==> src/rtl/i2s_pkg.sv <==
// Shared I2S constants: slot geometry, SDRAM region bases and FSM state encodings.
package i2s_pkg;

    localparam int unsigned SAMPLE_BITS = 16;
    localparam int unsigned SLOT_BITS   = 32;
    localparam int unsigned LANES       = 4;

    localparam logic [22:0] PLAY_BASE_ADDR    = 23'h000000;
    localparam logic [22:0] CAPTURE_BASE_ADDR = 23'h030000;

    localparam logic [1:0] CapStop     = 2'd0;
    localparam logic [1:0] CapWaitLeft = 2'd1;
    localparam logic [1:0] CapShift    = 2'd2;

    localparam logic WrIdle = 1'b0;
    localparam logic WrReq  = 1'b1;

endpackage

==> src/rtl/i2s_word_fifo.sv <==
// Synchronous FIFO for packed capture words; push into a full FIFO is accepted only with a pop.
module i2s_word_fifo #(
    parameter int unsigned Depth = 4,
    parameter int unsigned Width = 64
) (
    input  logic                       clk_i,
    input  logic                       rst_i,
    input  logic                       push_i,
    input  logic [Width-1:0]           wdata_i,
    input  logic                       pop_i,
    output logic [Width-1:0]           rdata_o,
    output logic                       full_o,
    output logic                       empty_o,
    output logic [$clog2(Depth):0]     count_o
);

    localparam int unsigned PtrW = $clog2(Depth);

    logic [Width-1:0] mem_q [Depth];
    logic [PtrW-1:0]  wptr_q, rptr_q;
    logic [PtrW:0]    count_q, count_d;
    logic             push_ok, pop_ok;

    assign full_o  = (count_q == (PtrW+1)'(Depth));
    assign empty_o = (count_q == '0);
    assign count_o = count_q;
    assign rdata_o = mem_q[rptr_q];

    assign pop_ok  = pop_i && !empty_o;
    assign push_ok = push_i && (!full_o || pop_i);

    always_comb begin
        count_d = count_q;
        if (push_ok && !pop_ok) begin
            count_d = count_q + 1'b1;
        end else if (pop_ok && !push_ok) begin
            count_d = count_q - 1'b1;
        end
    end

    always_ff @(posedge clk_i) begin
        if (rst_i) begin
            wptr_q  <= '0;
            rptr_q  <= '0;
            count_q <= '0;
        end else begin
            if (push_ok) wptr_q <= wptr_q + 1'b1;
            if (pop_ok)  rptr_q <= rptr_q + 1'b1;
            count_q <= count_d;
        end
    end

    always_ff @(posedge clk_i) begin
        if (push_ok) mem_q[wptr_q] <= wdata_i;
    end

endmodule

==> src/rtl/i2s_rx_capture.sv <==
// I2S capture: oversampled deserialiser packing L0,R0,L1,R1 into 64-bit words,
// buffered and written sequentially into an SDRAM region.
module i2s_rx_capture
    import i2s_pkg::*;
#(
    parameter logic [22:0] BASE_ADDR  = CAPTURE_BASE_ADDR,
    parameter logic [22:0] NUM_WORDS  = 23'd65536,
    parameter int unsigned FIFO_DEPTH = 4
) (
    input  logic        Clk50,
    input  logic        reset,
    input  logic        SClk,
    input  logic        LRClk,
    input  logic        Din,
    input  logic        enable,
    input  logic        sdram_Wait,
    input  logic        sdram_ac,
    output logic        sdram_wr,
    output logic [22:0] sdram_addr,
    output logic [63:0] sdram_wdata,
    output logic        busy,
    output logic        Capture_done,
    output logic        overflow,
    output logic [22:0] words_written
);

    localparam int unsigned CntW = $clog2(FIFO_DEPTH) + 1;

    logic [2:0] sclk_sync_q;
    logic [1:0] lr_sync_q, din_sync_q;
    logic       sclk_rise, lr_s, din_s;

    logic [1:0]  cap_state_q, cap_state_d;
    logic        lr_prev_q, lr_prev_d;
    logic [1:0]  lane_q, lane_d;
    logic [4:0]  bitcnt_q, bitcnt_d;
    logic [15:0] shift_q, shift_d;
    logic        committed_q, committed_d;
    logic [63:0] word_q, word_d;
    logic        push_q, push_d;
    logic        commit;
    logic [15:0] commit_val;
    logic [4:0]  pad;

    logic        wr_state_q, wr_state_d;
    logic [22:0] addr_q, addr_d;
    logic [63:0] wdata_q, wdata_d;
    logic [22:0] count_q, count_d;
    logic        done_q, done_d;
    logic        overflow_q, overflow_d;

    logic            fifo_push, fifo_pop, fifo_full, fifo_empty;
    logic [63:0]     fifo_rdata;
    logic [CntW-1:0] fifo_count;

    assign sclk_rise = (sclk_sync_q[2:1] == 2'b01);
    assign lr_s      = lr_sync_q[1];
    assign din_s     = din_sync_q[1];
    assign pad       = 5'(SAMPLE_BITS) - bitcnt_q;

    always_comb begin
        cap_state_d = cap_state_q;
        lr_prev_d   = lr_prev_q;
        lane_d      = lane_q;
        bitcnt_d    = bitcnt_q;
        shift_d     = shift_q;
        committed_d = committed_q;
        word_d      = word_q;
        push_d      = 1'b0;
        commit      = 1'b0;
        commit_val  = '0;

        if (sclk_rise) lr_prev_d = lr_s;

        case (cap_state_q)
            CapStop: begin
                if (enable && !done_q) cap_state_d = CapWaitLeft;
            end
            CapWaitLeft: begin
                if (!enable || done_q) begin
                    cap_state_d = CapStop;
                end else if (sclk_rise && lr_prev_q && !lr_s) begin
                    lane_d      = 2'd0;
                    bitcnt_d    = '0;
                    shift_d     = '0;
                    committed_d = 1'b0;
                    cap_state_d = CapShift;
                end
            end
            CapShift: begin
                if (!enable || done_q) begin
                    cap_state_d = CapStop;
                end else if (sclk_rise) begin
                    if (lr_s != lr_prev_q) begin
                        // Slot ended early: commit what we have, left-aligned.
                        if (!committed_q) begin
                            commit     = 1'b1;
                            commit_val = shift_q << pad;
                        end
                        lane_d      = lane_q + 2'd1;
                        bitcnt_d    = '0;
                        shift_d     = '0;
                        committed_d = 1'b0;
                    end else if (bitcnt_q < 5'(SAMPLE_BITS)) begin
                        shift_d  = {shift_q[14:0], din_s};
                        bitcnt_d = bitcnt_q + 5'd1;
                        if (bitcnt_q == 5'(SAMPLE_BITS - 1)) begin
                            commit      = 1'b1;
                            commit_val  = {shift_q[14:0], din_s};
                            committed_d = 1'b1;
                        end
                    end
                end
            end
            default: cap_state_d = CapStop;
        endcase

        if (commit) begin
            word_d[SAMPLE_BITS*lane_q +: 16] = commit_val;
            push_d = (lane_q == 2'(LANES - 1));
        end
    end

    assign fifo_push = push_q && !done_q;

    always_comb begin
        wr_state_d = wr_state_q;
        addr_d     = addr_q;
        wdata_d    = wdata_q;
        count_d    = count_q;
        done_d     = done_q;
        overflow_d = overflow_q || (fifo_push && fifo_full && !fifo_pop);
        fifo_pop   = 1'b0;

        case (wr_state_q)
            WrIdle: begin
                if (fifo_count != '0 && !sdram_Wait && !done_q) begin
                    wdata_d    = fifo_rdata;
                    wr_state_d = WrReq;
                end
            end
            WrReq: begin
                if (sdram_ac) begin
                    fifo_pop   = !fifo_empty;
                    addr_d     = addr_q + 23'd1;
                    count_d    = count_q + 23'd1;
                    done_d     = (count_q + 23'd1 == NUM_WORDS);
                    wr_state_d = WrIdle;
                end
            end
            default: wr_state_d = WrIdle;
        endcase
    end

    always_ff @(posedge Clk50) begin
        if (reset) begin
            sclk_sync_q <= '0;
            lr_sync_q   <= '0;
            din_sync_q  <= '0;
            cap_state_q <= CapStop;
            lr_prev_q   <= 1'b0;
            lane_q      <= '0;
            bitcnt_q    <= '0;
            shift_q     <= '0;
            committed_q <= 1'b0;
            word_q      <= '0;
            push_q      <= 1'b0;
            wr_state_q  <= WrIdle;
            addr_q      <= BASE_ADDR;
            wdata_q     <= '0;
            count_q     <= '0;
            done_q      <= 1'b0;
            overflow_q  <= 1'b0;
        end else begin
            sclk_sync_q <= {sclk_sync_q[1:0], SClk};
            lr_sync_q   <= {lr_sync_q[0], LRClk};
            din_sync_q  <= {din_sync_q[0], Din};
            cap_state_q <= cap_state_d;
            lr_prev_q   <= lr_prev_d;
            lane_q      <= lane_d;
            bitcnt_q    <= bitcnt_d;
            shift_q     <= shift_d;
            committed_q <= committed_d;
            word_q      <= word_d;
            push_q      <= push_d;
            wr_state_q  <= wr_state_d;
            addr_q      <= addr_d;
            wdata_q     <= wdata_d;
            count_q     <= count_d;
            done_q      <= done_d;
            overflow_q  <= overflow_d;
        end
    end

    i2s_word_fifo #(
        .Depth (FIFO_DEPTH),
        .Width (64)
    ) u_fifo (
        .clk_i   (Clk50),
        .rst_i   (reset),
        .push_i  (fifo_push),
        .wdata_i (word_q),
        .pop_i   (fifo_pop),
        .rdata_o (fifo_rdata),
        .full_o  (fifo_full),
        .empty_o (fifo_empty),
        .count_o (fifo_count)
    );

    assign sdram_wr      = (wr_state_q == WrReq);
    assign busy          = (wr_state_q == WrReq);
    assign sdram_addr    = addr_q;
    assign sdram_wdata   = wdata_q;
    assign Capture_done  = done_q;
    assign overflow      = overflow_q;
    assign words_written = count_q;

endmodule

==> config.mk <==
export PLATFORM = sky130hd
export DESIGN_NAME = i2s_rx_capture
export DESIGN_NICKNAME = d
export VERILOG_FILES = /design/src/rtl/i2s_pkg.sv /design/src/rtl/i2s_word_fifo.sv /design/src/rtl/i2s_rx_capture.sv
export SDC_FILE = /design/constraint.sdc
export NUM_CORES = 1
export LEC_CHECK = 0
export ABC_CLOCK_PERIOD_IN_PS = 4800
export CORE_ASPECT_RATIO = 0.7
export CORE_UTILIZATION = 45
export CTS_CLUSTER_SIZE = 30
export DETAILED_ROUTE_END_ITERATION = 8
export GPL_TIMING_DRIVEN = 0
export PLACE_DENSITY = 0.71
export SKIP_LAST_GASP = 1
export SLEW_MARGIN = 10
export SYNTH_ARGS = -nofsm -noshare
export SYNTH_HDL_FRONTEND = slang
export SYNTH_SLANG_ARGS = --single-unit
==> constraint.sdc <==
create_clock -name Clk50 -period 4.8 [get_ports Clk50]
set_input_delay 1.2 -clock Clk50 [delete_from_list [all_inputs] [get_ports Clk50]]
set_output_delay 1.2 -clock Clk50 [all_outputs]
set_load 0.02 [all_outputs]
After elaboration in Yosys (flattened, before gate mapping)
Memory sizes are Yosys's and may differ from the RTL's. A register that Yosys moved wholly into a read port is not among the register bits.
Cells that the tools add are included.
{"block": "totals", "reg_bits": 155, "ramBits": 256, "input_bits": 8, "elab_cells": 147, "memories": 1}
{"block": "op_classes", "add_sub_neg": 10, "order_cmp": 1, "n_eq_ne": 18, "shifts": 3, "mux": 57, "bitwise": 2, "n_reduce_logical": 36}
{"name": "u_fifo.mem_q", "depth": 4, "word_bits": 64, "rd": 1, "rd_clocked_by_memory_dff": 1, "write_ports": 1, "line": "i2s_word_fifo.sv:19", "rtl": "logic [Width-1:0] mem_q [Depth];"}
{"operator": "$mux W16", "n": 13}
{"operator": "$bwmux W64", "n": 1}
{"operator": "$shift A16 B34 Y64 const A", "n": 1}
{"operator": "$shiftx A16 B34 Y64", "n": 1}
{"operator": "$add A23 B1 Y23 const B", "n": 2}
{"operator": "$neg A6 Y34", "n": 1}
{"operator": "$pmux W16 S2", "n": 1}
{"operator": "$mux W5", "n": 6}
{"operator": "$eq A23 B17 Y1 const B", "n": 1}
{"operator": "$mux W1", "n": 20}
{"operator": "$mux W2", "n": 9}
{"operator": "$shl A16 B5 Y16", "n": 1}
{"operator": "$ne A2 B2 Y1 const B", "n": 7}
{"operator": "$logic_and A1 B1 Y1", "n": 12}
{"operator": "$reduce_and A6 Y1", "n": 2}
{"operator": "$pmux W5 S2", "n": 1}
{"operator": "$logic_not A1 Y1", "n": 9}
{"operator": "$ne A3 B3 Y1 const B", "n": 3}
{"operator": "$reduce_and A7 Y1", "n": 1}
{"operator": "$add A2 B1 Y2 const B", "n": 3}
{"operator": "$mux W3", "n": 2}
{"operator": "$pmux W2 S3", "n": 1}
{"operator": "$add A5 B1 Y5 const B", "n": 1}
{"operator": "$eq A5 B4 Y1 const B", "n": 1}
{"operator": "19 further kinds", "n": 27}

Depth between registers and ports, before layout
Gate-level depths: netlist of the first run.
{"block": "depth", "word_depth": 10, "mapped_depth": 12}

Cells and area by module
A second synthesis of the first run with hierarchy kept.
{"block": "hier_totals", "cells_unflattened": 1402, "area_unflattened_um2": 18808.0}
{"module": "i2s_word_fifo", "n_inst": 1, "cells_per_inst": 382, "area_each_um2": 9779.4}
{"module": "i2s_rx_capture", "n_inst": 1, "cells_per_inst": 1020, "area_each_um2": 9028.7}

Worst setup path after synthesis of the first run
OpenSTA, ideal clock, no wires.
{"block": "synth_path", "path_kind": "input to register", "startpoint": "input port sdram_ac", "endpoint": "memory u_fifo.mem_q[0][0], enable pin", "setup_time_ps": 429, "arrival_time_ps": 3531, "t_required_ps": 4371, "path_slack_ps": 840, "cell_stages": 3, "path_cell_list": "nand2_1 a311oi_1 and2_1"}
{"block": "synth_between", "elab_chain_len": 6}
{"item": "from (decl)", "line": "i2s_rx_capture.sv:17", "rtl": "input logic sdram_ac,"}
{"item": "$mux W1", "line": "i2s_rx_capture.sv:143", "rtl": "if (sdram_ac) begin"}
{"item": "$mux W1", "line": "i2s_rx_capture.sv:135", "rtl": "case (wr_state_q)"}
{"item": "$logic_or A1 B1 Y1", "line": "i2s_word_fifo.sv:30", "rtl": "assign push_ok = push_i && (!full_o || pop_i);"}
{"item": "$logic_and A1 B1 Y1", "line": "i2s_word_fifo.sv:30"}
{"item": "named net u_fifo.push_ok", "line": "i2s_word_fifo.sv:22", "rtl": "logic push_ok, pop_ok;"}
{"item": "$mux W1", "line": "i2s_word_fifo.sv:54", "rtl": "if (push_ok) mem_q[wptr_q] <= wdata_i;"}
{"item": "$mux W1 (not written as such)", "line": "i2s_word_fifo.sv:54"}
{"item": "to (decl)", "line": "i2s_word_fifo.sv:19"}
The timed path passes the listed nets, and every way through them passes these cells.

Worst setup path in the final report of the first run
{"block": "layout_path", "startpoint": "register bitcnt_q[0]", "endpoint": "register word_q[44]"}
{"block": "layout_between", "elab_chain_len": 9, "word_cells_on_any_way": 19}
{"item": "from (decl)", "line": "i2s_rx_capture.sv:36", "rtl": "logic [4:0] bitcnt_q, bitcnt_d;"}
{"item": "from (signal assigned)", "line": "i2s_rx_capture.sv:181", "rtl": "bitcnt_q <= bitcnt_d;"}
{"item": "$sub A5 B5 Y5 or $eq A5 B4 Y1 (tied branches)", "line": "i2s_rx_capture.sv:59, i2s_rx_capture.sv:107"}
{"item": "$shl A16 B5 Y16 or $mux W16 (tied branches)", "line": "i2s_rx_capture.sv:98, i2s_rx_capture.sv:107"}
{"item": "$mux W16 (on tied branches)", "line": "i2s_rx_capture.sv:96, i2s_rx_capture.sv:104"}
{"item": "$mux W16", "line": "i2s_rx_capture.sv:94", "rtl": "if (lr_s != lr_prev_q) begin"}
{"item": "$mux W16", "line": "i2s_rx_capture.sv:93", "rtl": "end else if (sclk_rise) begin"}
{"item": "$mux W16", "line": "i2s_rx_capture.sv:91", "rtl": "if (!enable || done_q) begin"}
{"item": "$mux W16", "line": "i2s_rx_capture.sv:75", "rtl": "case (cap_state_q)"}
{"item": "$shiftx A16 B34 Y64", "line": "i2s_rx_capture.sv:119", "rtl": "word_d[SAMPLE_BITS*lane_q +: 16] = commit_val;"}
{"item": "$bwmux W64", "line": "i2s_rx_capture.sv:119"}
{"item": "to (signal assigned)", "line": "i2s_rx_capture.sv:184", "rtl": "word_q <= word_d;"}
{"item": "to (decl)", "line": "i2s_rx_capture.sv:39", "rtl": "logic [63:0] word_q, word_d;"}
Several ways; a longest one is shown, not always the timed one.
A chain may end at the register's enable or synchronous reset.

==> results.md, run 1 <==
* Rows at 62
* Global-route wire length before repair at between 60000 and 70000 microns
* Core Box Area at a little over 40000 sq um
* Initial antenna violation count at 1
* Postcts setup bufs at 0
* CTS clk-pin slew, worst paths at 60 ps
* Worst-Margin Slew at 1240 ps
* RR Endpoint: word_q[44]
* Die Area at 42600 sq um
* Largest net degree at the start of global routing at 40
* CTS resizes at 0
* Final Cycle Share at between 80 and 90%
* Io pins at 122
* Post-route ant nets at 0
* Grt met3 use at 3.90%
* Register area share after synthesis at roughly 64%
* Hold Buf Count CTS at 0
* GR Overflow Total at 0
* IO Port Bufs at 121
* Pleak at 7.55 nW
* Reg2reg path depth at 12
* Vias in the first global route at between 10000 and 15000
* Synth Instances at 1469
* Vias at around 12000
* Clk sinks at 475
* Yosys warning total at 0
* RSZ-0062 raised after global routing: false
* FF+latch area at 12100 sq um
* Multi-input gate area at 6300 sq um
* Vias/cell at 5.56
* Critical path type: reg -> reg
* Initial DRC count at 1083
* CP Max Fanout at 10
* Final Hold Fails at 0
* Root Driver: clkbuf_16
* Worst Setup Start Kind: flop
* HPWL Detailed at 30000 microns
* FF-to-FF Start: bitcnt_q[0]
* Area grow syn2layout at 18.5%
* Fin cells at 2222
* Gr usage total at between 20% and 30%
* Vert. Die Dim at 173 microns
* Drt wl/cell at between 15 and 20 microns
* Final Setup Violations at 0
* Most used DFF post-synth: edfxtp_1
* Worst Path Required at 5300 ps
* N_diodes at 0
* Tmin final at 4070 ps
* Max Cap Viol at 0
* Layout cells sized above 1 at 11.0%
* TritonRoute pass-1 iters at 6
* Status: complete, no violations
* Yosys reg bits at about 480
* DRC viols at 0
* M1 GR Usage at 30.8%
* Grt met2 use at 31.5%
* Fillers at 3358
* Netlist area before placement at 18800 sq um
* Clock Latency Late Sink at 570 ps
* H-tree levels at 2
* Slew headroom at 17.2%
* GRT busiest layer: met2
* Post-synth EDFFs at 256
* Placed cells at 2140
* Setup TNS at 0 ps
* CTS tree: built
* CP endpoint kind: flop
* Syn Nets at about 1500
* Class of the worst hold path: reg -> reg
* Cell variety after synth at 66
* CP startpoint: bitcnt_q[0]
* Starting density of the core at between 40% and 50%
* Power Density at about 350 nW/um^2
* Crit path DAT at 4570 ps
* FMAX at about 250 MHz
* VDD IR-drop max at about 280 uV
* FFs w/ async S/R, synth at 0%
* Final #Nets at 1667
* CTS Buffer Depth at 3
* Clk_skew at 17.4 ps
* Slew Viols, Final at 0
* Crit path capture: word_q[44]
* GPL Wtd Cong at 0.922
* Syn_area_per_cell at 12.8 sq um
* R2r setup slk at 730 ps
* Routed WL at about 44000 microns
* CTS Buf Count at 44
* Die X at 246 microns
[layout by cell type (no fill, tap or decap), drive strengths merged, types with 26 or more instances in the layout]
master / n
buf: 26
o21ai: 43
nand3: 28
a22oi: 35
clkdlybuf4s50: 121
a21oi: 105
edfxtp: 256
nor2: 109
dfxtp: 219
nand2: 203
mux4: 72
xor2: 35
nand3b: 31
inv: 26
clkbuf: 128
[per-layer routing]
metal	up-vias	share of wire [%]
met5	-	0
met4	0	1.9
met3	64	6.6
met2	383	46
met1	6174	46
li1	5742	-
[critical path, stage by stage (launching register included)]
cell and delay, ps:
dfxtp_1 320, buf_6 150, inv_1 110, clkbuf_1 460
ha_1 310, nor3b_1 290, ha_1 310, or2_2 320
nand2b_1 260, or2_2 340, o31ai_1 830, a22oi_1 170
nor2_1 130
[worst min-delay path by stage]
stage	to	slack, ps	startpoint	cells past startpoint
after CTS	sclk_sync_q[1]	440	sclk_sync_q[0]	1
final	sclk_sync_q[1]	440	sclk_sync_q[0]	1
after global placement	din_sync_q[1]	420	din_sync_q[0]	1
after detailed placement	sclk_sync_q[1]	430	sclk_sync_q[0]	1
after global routing	sclk_sync_q[1]	470	sclk_sync_q[0]	1
after floorplan	din_sync_q[1]	410	din_sync_q[0]	1
[sequential cells by signal, indices dropped and copies added (netlist names), 2 cells and up]
name            flops
u_fifo.mem_q      256
lr_sync_q           2
u_fifo.rptr_q       2
lane_q              2
din_sync_q          2
u_fifo.count_o      3
shift_q            16
bitcnt_q            5
u_fifo.wptr_q       2
sdram_wdata        64
sclk_sync_q         3
sdram_addr         23
cap_state_q         2
words_written      23
word_q             64
[cell families (layout without fill, tap and decap cells)]
kind of cell	after synthesis	in the layout	share of synthesized area, %
AOI/OAI and AO/OA	222	222	7.19
xor gates and xnor gates	57	57	2.66
adders and majority gates	17	17	1.17
buffers and inverters	109	318	2.32
DFF	475	475	64.2
muxes	97	97	10.0
and+or+nand+nor	492	492	12.4
[where the power goes]
part	internal [W]	leakage (nW)	switching (W)	total, W
clock	0.00199	0.718	0.00154	0.00353
sequential	0.00424	4.67	0.00000241	0.00424
combinational	0.0000179	2.17	0.0000448	0.0000627
total	0.00625	7.55	0.00158	0.00783
[metrics by stage]
step / util [%] / area (sq um) / worst slack (ps) / hold WS [ps] / power, W
5_1_grt: 54.2 / 22300 / 485 / 466 / 0.00807
6_report: 54.2 / 22300 / 734 / 437 / 0.00783
3_3_place_gp: 50.3 / 20700 / -1130 / 424 / 0.00439
4_1_cts: 54.2 / 22300 / 757 / 443 / 0.00791
2_1_floorplan: - / 18800 / 840 / 414 / 0.00437
3_5_place_dp: 50.6 / 20800 / 460 / 428 / 0.00439
[cell type report]
type                       instances  area share (%)
clock inverter                    20           0.854
multi-input combinational        885            28.3
tap                              544            3.06
timing repair buffer             127            5.89
inverter                          23           0.388
sequential                       475            54.2
clock buffer                      62            5.75
buffer                            86            1.57
[synthesized netlist by cell type, drive strengths merged, types with 2 or more instances]
master | number | area share [%]
o2bb2ai | 2 | 0.093
or4 | 3 | 0.14
nor4b | 2 | 0.093
a21oi | 105 | 2.8
a22oi | 35 | 1.4
nor4 | 8 | 0.27
nand3 | 28 | 0.75
mux2 | 10 | 0.60
a211oi | 5 | 0.23
inv | 23 | 0.46
o211ai | 2 | 0.080
ha | 16 | 1.1
mux4 | 72 | 8.6
dfxtp | 219 | 23
o31ai | 6 | 0.24
nor2 | 109 | 2.2
clkbuf | 66 | 1.3
edfxtp | 256 | 41
and4 | 4 | 0.19
or3 | 9 | 0.30
nand2b | 11 | 0.37
xor2 | 35 | 1.6
a221oi | 3 | 0.14
a32o | 2 | 0.11
nor3 | 25 | 0.72
o21ai | 43 | 1.1
nand4 | 18 | 0.60
nand2 | 203 | 4.1
nor3b | 3 | 0.12
and3 | 10 | 0.33
nand3b | 31 | 1.2
buf | 20 | 0.55
nor2b | 10 | 0.33
a2111oi | 3 | 0.24
and2 | 10 | 0.33
a311oi | 2 | 0.093
or2 | 3 | 0.10
xnor2 | 22 | 1.0
a21o | 2 | 0.080
mux2i | 15 | 0.80
a311o | 2 | 0.11
Note: power is estimated with default switching activity, not from simulation.
==> run 2: changes to the inputs <==
Settings changed: ABC_CLOCK_PERIOD_IN_PS 4800 to 3500, PLACE_DENSITY 0.71 to 0.74.
Clock period 4.8 ns to 3.5 ns, I/O delays scaled along.
==> results.md, run 2 (synthesized netlist as in run 1, its figures left out) <==
* Worst-Margin Slew at 1030 ps (-208 ps)
* IO Port Bufs at 121 (unchanged)
* Critical Path Slowest Stage Cell: or4b_1
* CTS clk-pin slew, worst paths at 70 ps (about the same)
* Commonest non-fill, non-tap cell in the layout: edfxtp_1
* Power Density at 487 nW/um^2 (+39%)
* Reg2reg path depth at 12 (unchanged)
* Commonest non-fill, non-tap cells in the layout: edfxtp_1, dfxtp_1, nand2_1
* Rows at 62 (unchanged)
* Critical path type: reg -> reg
* Post-route ant nets at 0 (unchanged)
* Hold Buf Count CTS at 0 (unchanged)
* RR Endpoint: word_q[1]
* Final Util at 54.6% (+0.48 points)
* Layout cells sized above 1 at 12.1% (+1.0 points)
* Worst Path Required at 3990 ps (-1310 ps)
* Die Area at 42600 sq um (unchanged)
* R2r setup slk at 200 ps (-530 ps)
* H-tree levels at 2 (unchanged)
* Class of the worst hold path: reg -> reg
* Clk_skew at 27.4 ps (+9.99 ps)
* Core Box Area at 41100 sq um (unchanged)
* GPL Wtd Cong at 0.878 (-4.8%)
* CTS tree: built
* Largest net degree at the start of global routing at 38 (-5.0%)
* Max Cap Viol at 0 (unchanged)
* Initial DRC count at 977 (-9.8%)
* Vias/cell at 5.59 (+0.45%)
* Slew Viols, Final at 0 (unchanged)
* CTS Buf Count at 46 (+4.5%)
* HPWL Detailed at 30200 microns (+0.45%)
* GR Overflow Total at 0 (unchanged)
* Status: complete, no violations
* Worst Setup Start Kind: flop
* Area grow syn2layout at 19.6%
* N_diodes at 0 (unchanged)
* CP Max Fanout at 10 (unchanged)
* Hold Path End: lr_sync_q[1]
* Routed WL at 44400 microns (+1.1%)
* Hold Path Depth at 1 (unchanged)
* DRC viols at 0 (unchanged)
* Gr usage total at 20.9% (+0.11 points)
* CP Cell Sequence: buf_6, inv_1, buf_4, ha_2, nor3b_1, ha_1, or2_2, a211oi_4, a32oi_1, nor2_2, or4b_1, a21oi_1
* Final Setup Violations at 0 (unchanged)
* Final Cycle Share at 94.3% (+9.6 points)
* Initial antenna violation count at 1 (unchanged)
* Placed cells at 2140 (unchanged)
* FMAX at 303 MHz (+23%)
* Clk sinks at 475 (unchanged)
* Pleak at 7.54 nW (-0.13%)
* Starting density of the core at 45.7% (unchanged)
* Fillers at 3362 (+0.12%)
* Die X at 246 microns (unchanged)
* Crit path DAT at 3790 ps (-780 ps)
* FF-to-FF Start: bitcnt_q[0]
* Vias in the first global route at 12200 (+3.4%)
* Final Hold Fails at 0 (unchanged)
* CTS Buffer Depth at 3 (unchanged)
* Vias at 12400 (+0.63%)
* Tmin final at 3300 ps (-766 ps)
* Vert. Die Dim at 173 microns (unchanged)
* Root Driver: clkbuf_16
* Max incr delay on CP at 470 ps (-360 ps)
* Clock Latency Late Sink at 570 ps (about the same)
* Global-route wire length before repair at 69300 microns (+1.3%)
* Worst Hold Launch: lr_sync_q[0]
* Final #Nets at 1670 (+0.18%)
* Slew headroom at 30.5% (+13 points)
* RSZ-0062 raised after global routing: false
* Drt wl/cell at 20.0 microns (+0.91%)
* Io pins at 122 (unchanged)
* VDD IR-drop max at 468 uV (+65%)
* CP endpoint kind: flop
* Largest register FFs at 256 (unchanged)
* Biggest register: u_fifo.mem_q
* Fin cells at 2226 (+0.18%)
* TritonRoute pass-1 iters at 5 (-1)
-- run 2: layout make-up --
cell class | instances | area [sq um] | share of cell area [%]
Buffer | 86 | 354 | 1.58
Multi-Input combinational cell | 885 | 6410 | 28.5
Tap cell | 544 | 681 | 3.03
Timing Repair Buffer | 128 | 1310 | 5.84
Sequential cell | 475 | 12100 | 53.7
Clock inverter | 23 | 258 | 1.15
Clock buffer | 62 | 1290 | 5.75
Inverter | 23 | 86.3 | 0.384
-- run 2: routing by layer --
layer  GRT usage, %  up-vias  share of wire [%]
met2           32.5      395                 46
met4           5.07        2                1.7
met3           3.97       65                6.8
met1           30.1     6224                 45
met5              0        -              0.029
li1               -     5755                  -
-- run 2: how the worst max path moves through the flow --
| stage | from | to | slack (ps) |
|---|---|---|---|
| 2_1_floorplan | bitcnt_q[0] | word_q[1] | 460 |
| 3_3_place_gp | sdram_Wait | sdram_wdata[8] | -1060 |
| 3_5_place_dp | sdram_ac | u_fifo.count_o[2] | -630 |
| 4_1_cts | bitcnt_q[0] | word_q[29] | -20 |
| 5_1_grt | enable | word_q[24] | 8 |
| 6_report | bitcnt_q[0] | word_q[1] | 200 |
-- run 2: power breakdown --
| part | switching (W) | internal, W |
|---|---|---|
| registers | 0.00000345 | 0.00581 |
| clock network | 0.00212 | 0.00292 |
| logic | 0.0000632 | 0.0000246 |
| total | 0.00219 | 0.00876 |
-- run 2: repair_timing --
action	CTS	global route
cloned	0	0
pin swaps	0	1
setup endpoints to repair	50	34
buffers inserted	0	1
gates resized for setup	11	14
-- run 2: worst max-delay path: cells and delay by family, from the launching register on --
family,cells,cell delay [ps]
flops,1,320
compound gates,3,680
buf+inv,3,450
simple gates,4,1240
fa+ha+maj,2,520
-- run 2: stage by stage --
step / hold WS (ps) / setup WS (ps) / TNS (ps) / area [sq um] / total power, W
3_5_place_dp: 426 / -627 / -75400 / 20800 / 0.00603
5_1_grt: 461 / 8.22 / 0 / 22500 / 0.0113
3_3_place_gp: 419 / -1060 / -289630 / 20700 / 0.00603
6_report: 439 / 200 / 0 / 22500 / 0.0109
2_1_floorplan: 414 / 457 / 0 / 18800 / 0.00599
4_1_cts: 440 / -20.7 / -25.3 / 22400 / 0.0110
==> run 3: changes to the inputs <==
Settings changed: CORE_ASPECT_RATIO 0.7 to 1.75.
==> results.md, run 3 (synthesized netlist as in run 1, its figures left out) <==
* Gr usage total at 21.7% (+0.86 points)
* Pre-CTS setup slack at -783 ps (-156 ps)
* Commonest non-fill, non-tap cells in the layout: edfxtp_1, dfxtp_1, nand2_1
* Layout cells sized above 1 at 12.3% (+0.24 points)
* CTS Buffer Depth at 3 (unchanged)
* Starting density of the core at 45.9% (+0.18 points)
* Initial DRC count at 868 (-11%)
* Worst-Margin Slew at 1080 ps (+49.1 ps)
* Combinational Power Share at 0.8% (about the same)
* Global-route wire length before repair at 69900 microns (+0.83%)
* FF-to-FF Start: bitcnt_q[0]
* Status: complete, no violations
* CTS Buf Count at 42 (-8.7%)
* Vias/cell at 5.52 (-1.2%)
* Seq pwr share at 54.0% (+0.9 points)
* CP endpoint kind: flop
* Area grow syn2layout at 19.5% (about the same)
* Clock share of power at 45.1% (-1.0 points)
* CTS clk-pin slew, worst paths at 70 ps (about the same)
* H-tree levels at 2 (unchanged)
* Sw Share at 20.0% (about the same)
* DRC viols at 0 (unchanged)
* Crit path capture: sdram_wdata[22]
* Die Area at 42600 sq um (about the same)
* Worst Path Required at 3900 ps (-90 ps)
* Clock Latency Late Sink at 570 ps (about the same)
* Power Density at 479 nW/um^2 (-1.6%)
* N_diodes at 0 (unchanged)
* Routed WL at 45700 microns (+2.9%)
* GPL Wtd Cong at 0.848 (-3.4%)
* Max Cap Viol at 0 (unchanged)
* Worst Setup Start Kind: primary input
* Crit path DAT at 3850 ps (+60 ps)
* Reg2reg path depth at 12 (unchanged)
* Critical path type: in -> reg
* Die X at 156 microns (-36%)
* VDD IR-drop max at 326 uV (-30%)
* Tmin final at 3450 ps (+145 ps)
* Class of the worst hold path: reg -> reg
* CP startpoint: reset
* Core Box Area at 41000 sq um (-0.39%)
* RR Endpoint: word_q[1]
* Final Setup Violations at 0 (unchanged)
* Root Driver: clkbuf_16
* FF+latch area at 12100 sq um (unchanged)
* IO Port Bufs at 121 (unchanged)
* Worst hold slack at 430 ps (-8.85 ps)
* GR Overflow Total at 0 (unchanged)
* Pleak at 7.50 nW (-0.60%)
* Vias at 12300 (-1.3%)
* Post-route ant nets at 0 (unchanged)
* CP Max Fanout at 10 (unchanged)
* FMAX at 290 MHz (-4.2%)
* Final Util at 54.8% (+0.16 points)
* Internal power at 0.00861 W (-1.7%)
* Commonest non-fill, non-tap cell in the layout: edfxtp_1
* Vert. Die Dim at 272 microns (+57%)
* Rows at 98 (+58%)
* CTS tree: built
* Final Hold Fails at 0 (unchanged)
* Clk_skew at 28.9 ps (+1.56 ps)
* Biggest register: u_fifo.mem_q
* Final #Nets at 1664 (-0.36%)
* Overall power at 0.0108 W (-1.7%)
* Final Cycle Share at 98.4% (+4.1 points)
* Setup TNS at 0 ps (unchanged)
* Largest register FFs at 256 (unchanged)
* PnR worst setup slack at 54.6 ps (-145 ps)
* R2r setup slk at 120 ps (-80 ps)
* HPWL Detailed at 32000 microns (+6.2%)
* RSZ-0062 raised after global routing: true
* Vias in the first global route at 12400 (+1.5%)
* Largest net degree at the start of global routing at 38 (unchanged)
* Slew headroom at 27.8% (-2.7 points)
* Slew Viols, Final at 0 (unchanged)
* Initial antenna violation count at 0 (-1)
* Io pins at 122 (unchanged)
* Multi-input gate area at 6480 sq um (+1.1%)
* Fillers at 3344 (-0.54%)
* Drt wl/cell at 20.6 microns (+3.1%)
* Clk sinks at 475 (unchanged)
* Switching power of the nets at 0.00215 W (-1.7%)
* TritonRoute pass-1 iters at 7 (+2)
## run 3: cell count changes in the layout (fill, tap and decap cells not counted), sizes merged
| cell | delta |
|---|---|
| buf | -3 |
| clkbuf | -8 |
| clkinv | +2 |
## run 3: how the worst min path moves through the flow
stage	from	to	slack (ps)	depth (start not counted)
after floorplan	din_sync_q[0]	din_sync_q[1]	410	1
after global placement	din_sync_q[0]	din_sync_q[1]	420	1
after detailed placement	lr_sync_q[0]	lr_sync_q[1]	430	1
after CTS	lr_sync_q[0]	lr_sync_q[1]	440	1
after global routing	sclk_sync_q[0]	sclk_sync_q[1]	460	1
final	lr_sync_q[0]	lr_sync_q[1]	430	1
## run 3: final cells by class
| type | count | share of cell area [%] |
|---|---|---|
| clock buffers | 53 | 5.37 |
| multi-input cells | 885 | 28.9 |
| inverters | 23 | 0.385 |
| well taps | 550 | 3.07 |
| repair buffers | 126 | 5.79 |
| clock inverters | 25 | 1.16 |
| flip-flops and latches | 475 | 53.8 |
| plain buffers | 86 | 1.58 |
## run 3: worst max-delay path, cell delays in order
cell,delay (ps)
clkdlybuf4s50_1,690
clkbuf_1,450
clkbuf_1,860
clkbuf_1,840
a21oi_1,110
## run 3: power groups by stage
stage                     logic (W)  clock network, W  registers, W
after floorplan           0.0000473                 0       0.00594
after global placement    0.0000879                 0       0.00594
after detailed placement  0.0000886                 0       0.00594
after CTS                 0.0000892           0.00492       0.00582
after global routing      0.0000951           0.00514       0.00581
final                     0.0000896           0.00486       0.00582
## run 3: layer usage
layer | vias up | track usage (%) | share of wire [%] | wire length, microns
met5 | - | 0 | 0 | 0
met4 | 0 | 12.0 | 5.6 | 2550
met3 | 127 | 3.04 | 4.5 | 2050
met2 | 389 | 41.6 | 55 | 25100
met1 | 6034 | 22.3 | 35 | 16000
li1 | 5728 | - | - | -
## run 3: timing repair
action / CTS / global route
setup endpoints to repair: 53 / 44
hold buffers: 0 / 0
buffers inserted: 0 / 0
cloned: 0 / 0
gates resized for setup: 17 / 17
pin swaps: 0 / 1
## run 3: metrics by stage
| step | std cells | instance area [sq um] |
|---|---|---|
| 2_1_floorplan | 1469 | 18800 |
| 3_3_place_gp | 2140 | 20700 |
| 3_5_place_dp | 2145 | 20800 |
| 4_1_cts | 2223 | 22300 |
| 5_1_grt | 2223 | 22400 |
| 6_report | 2223 | 22400 |
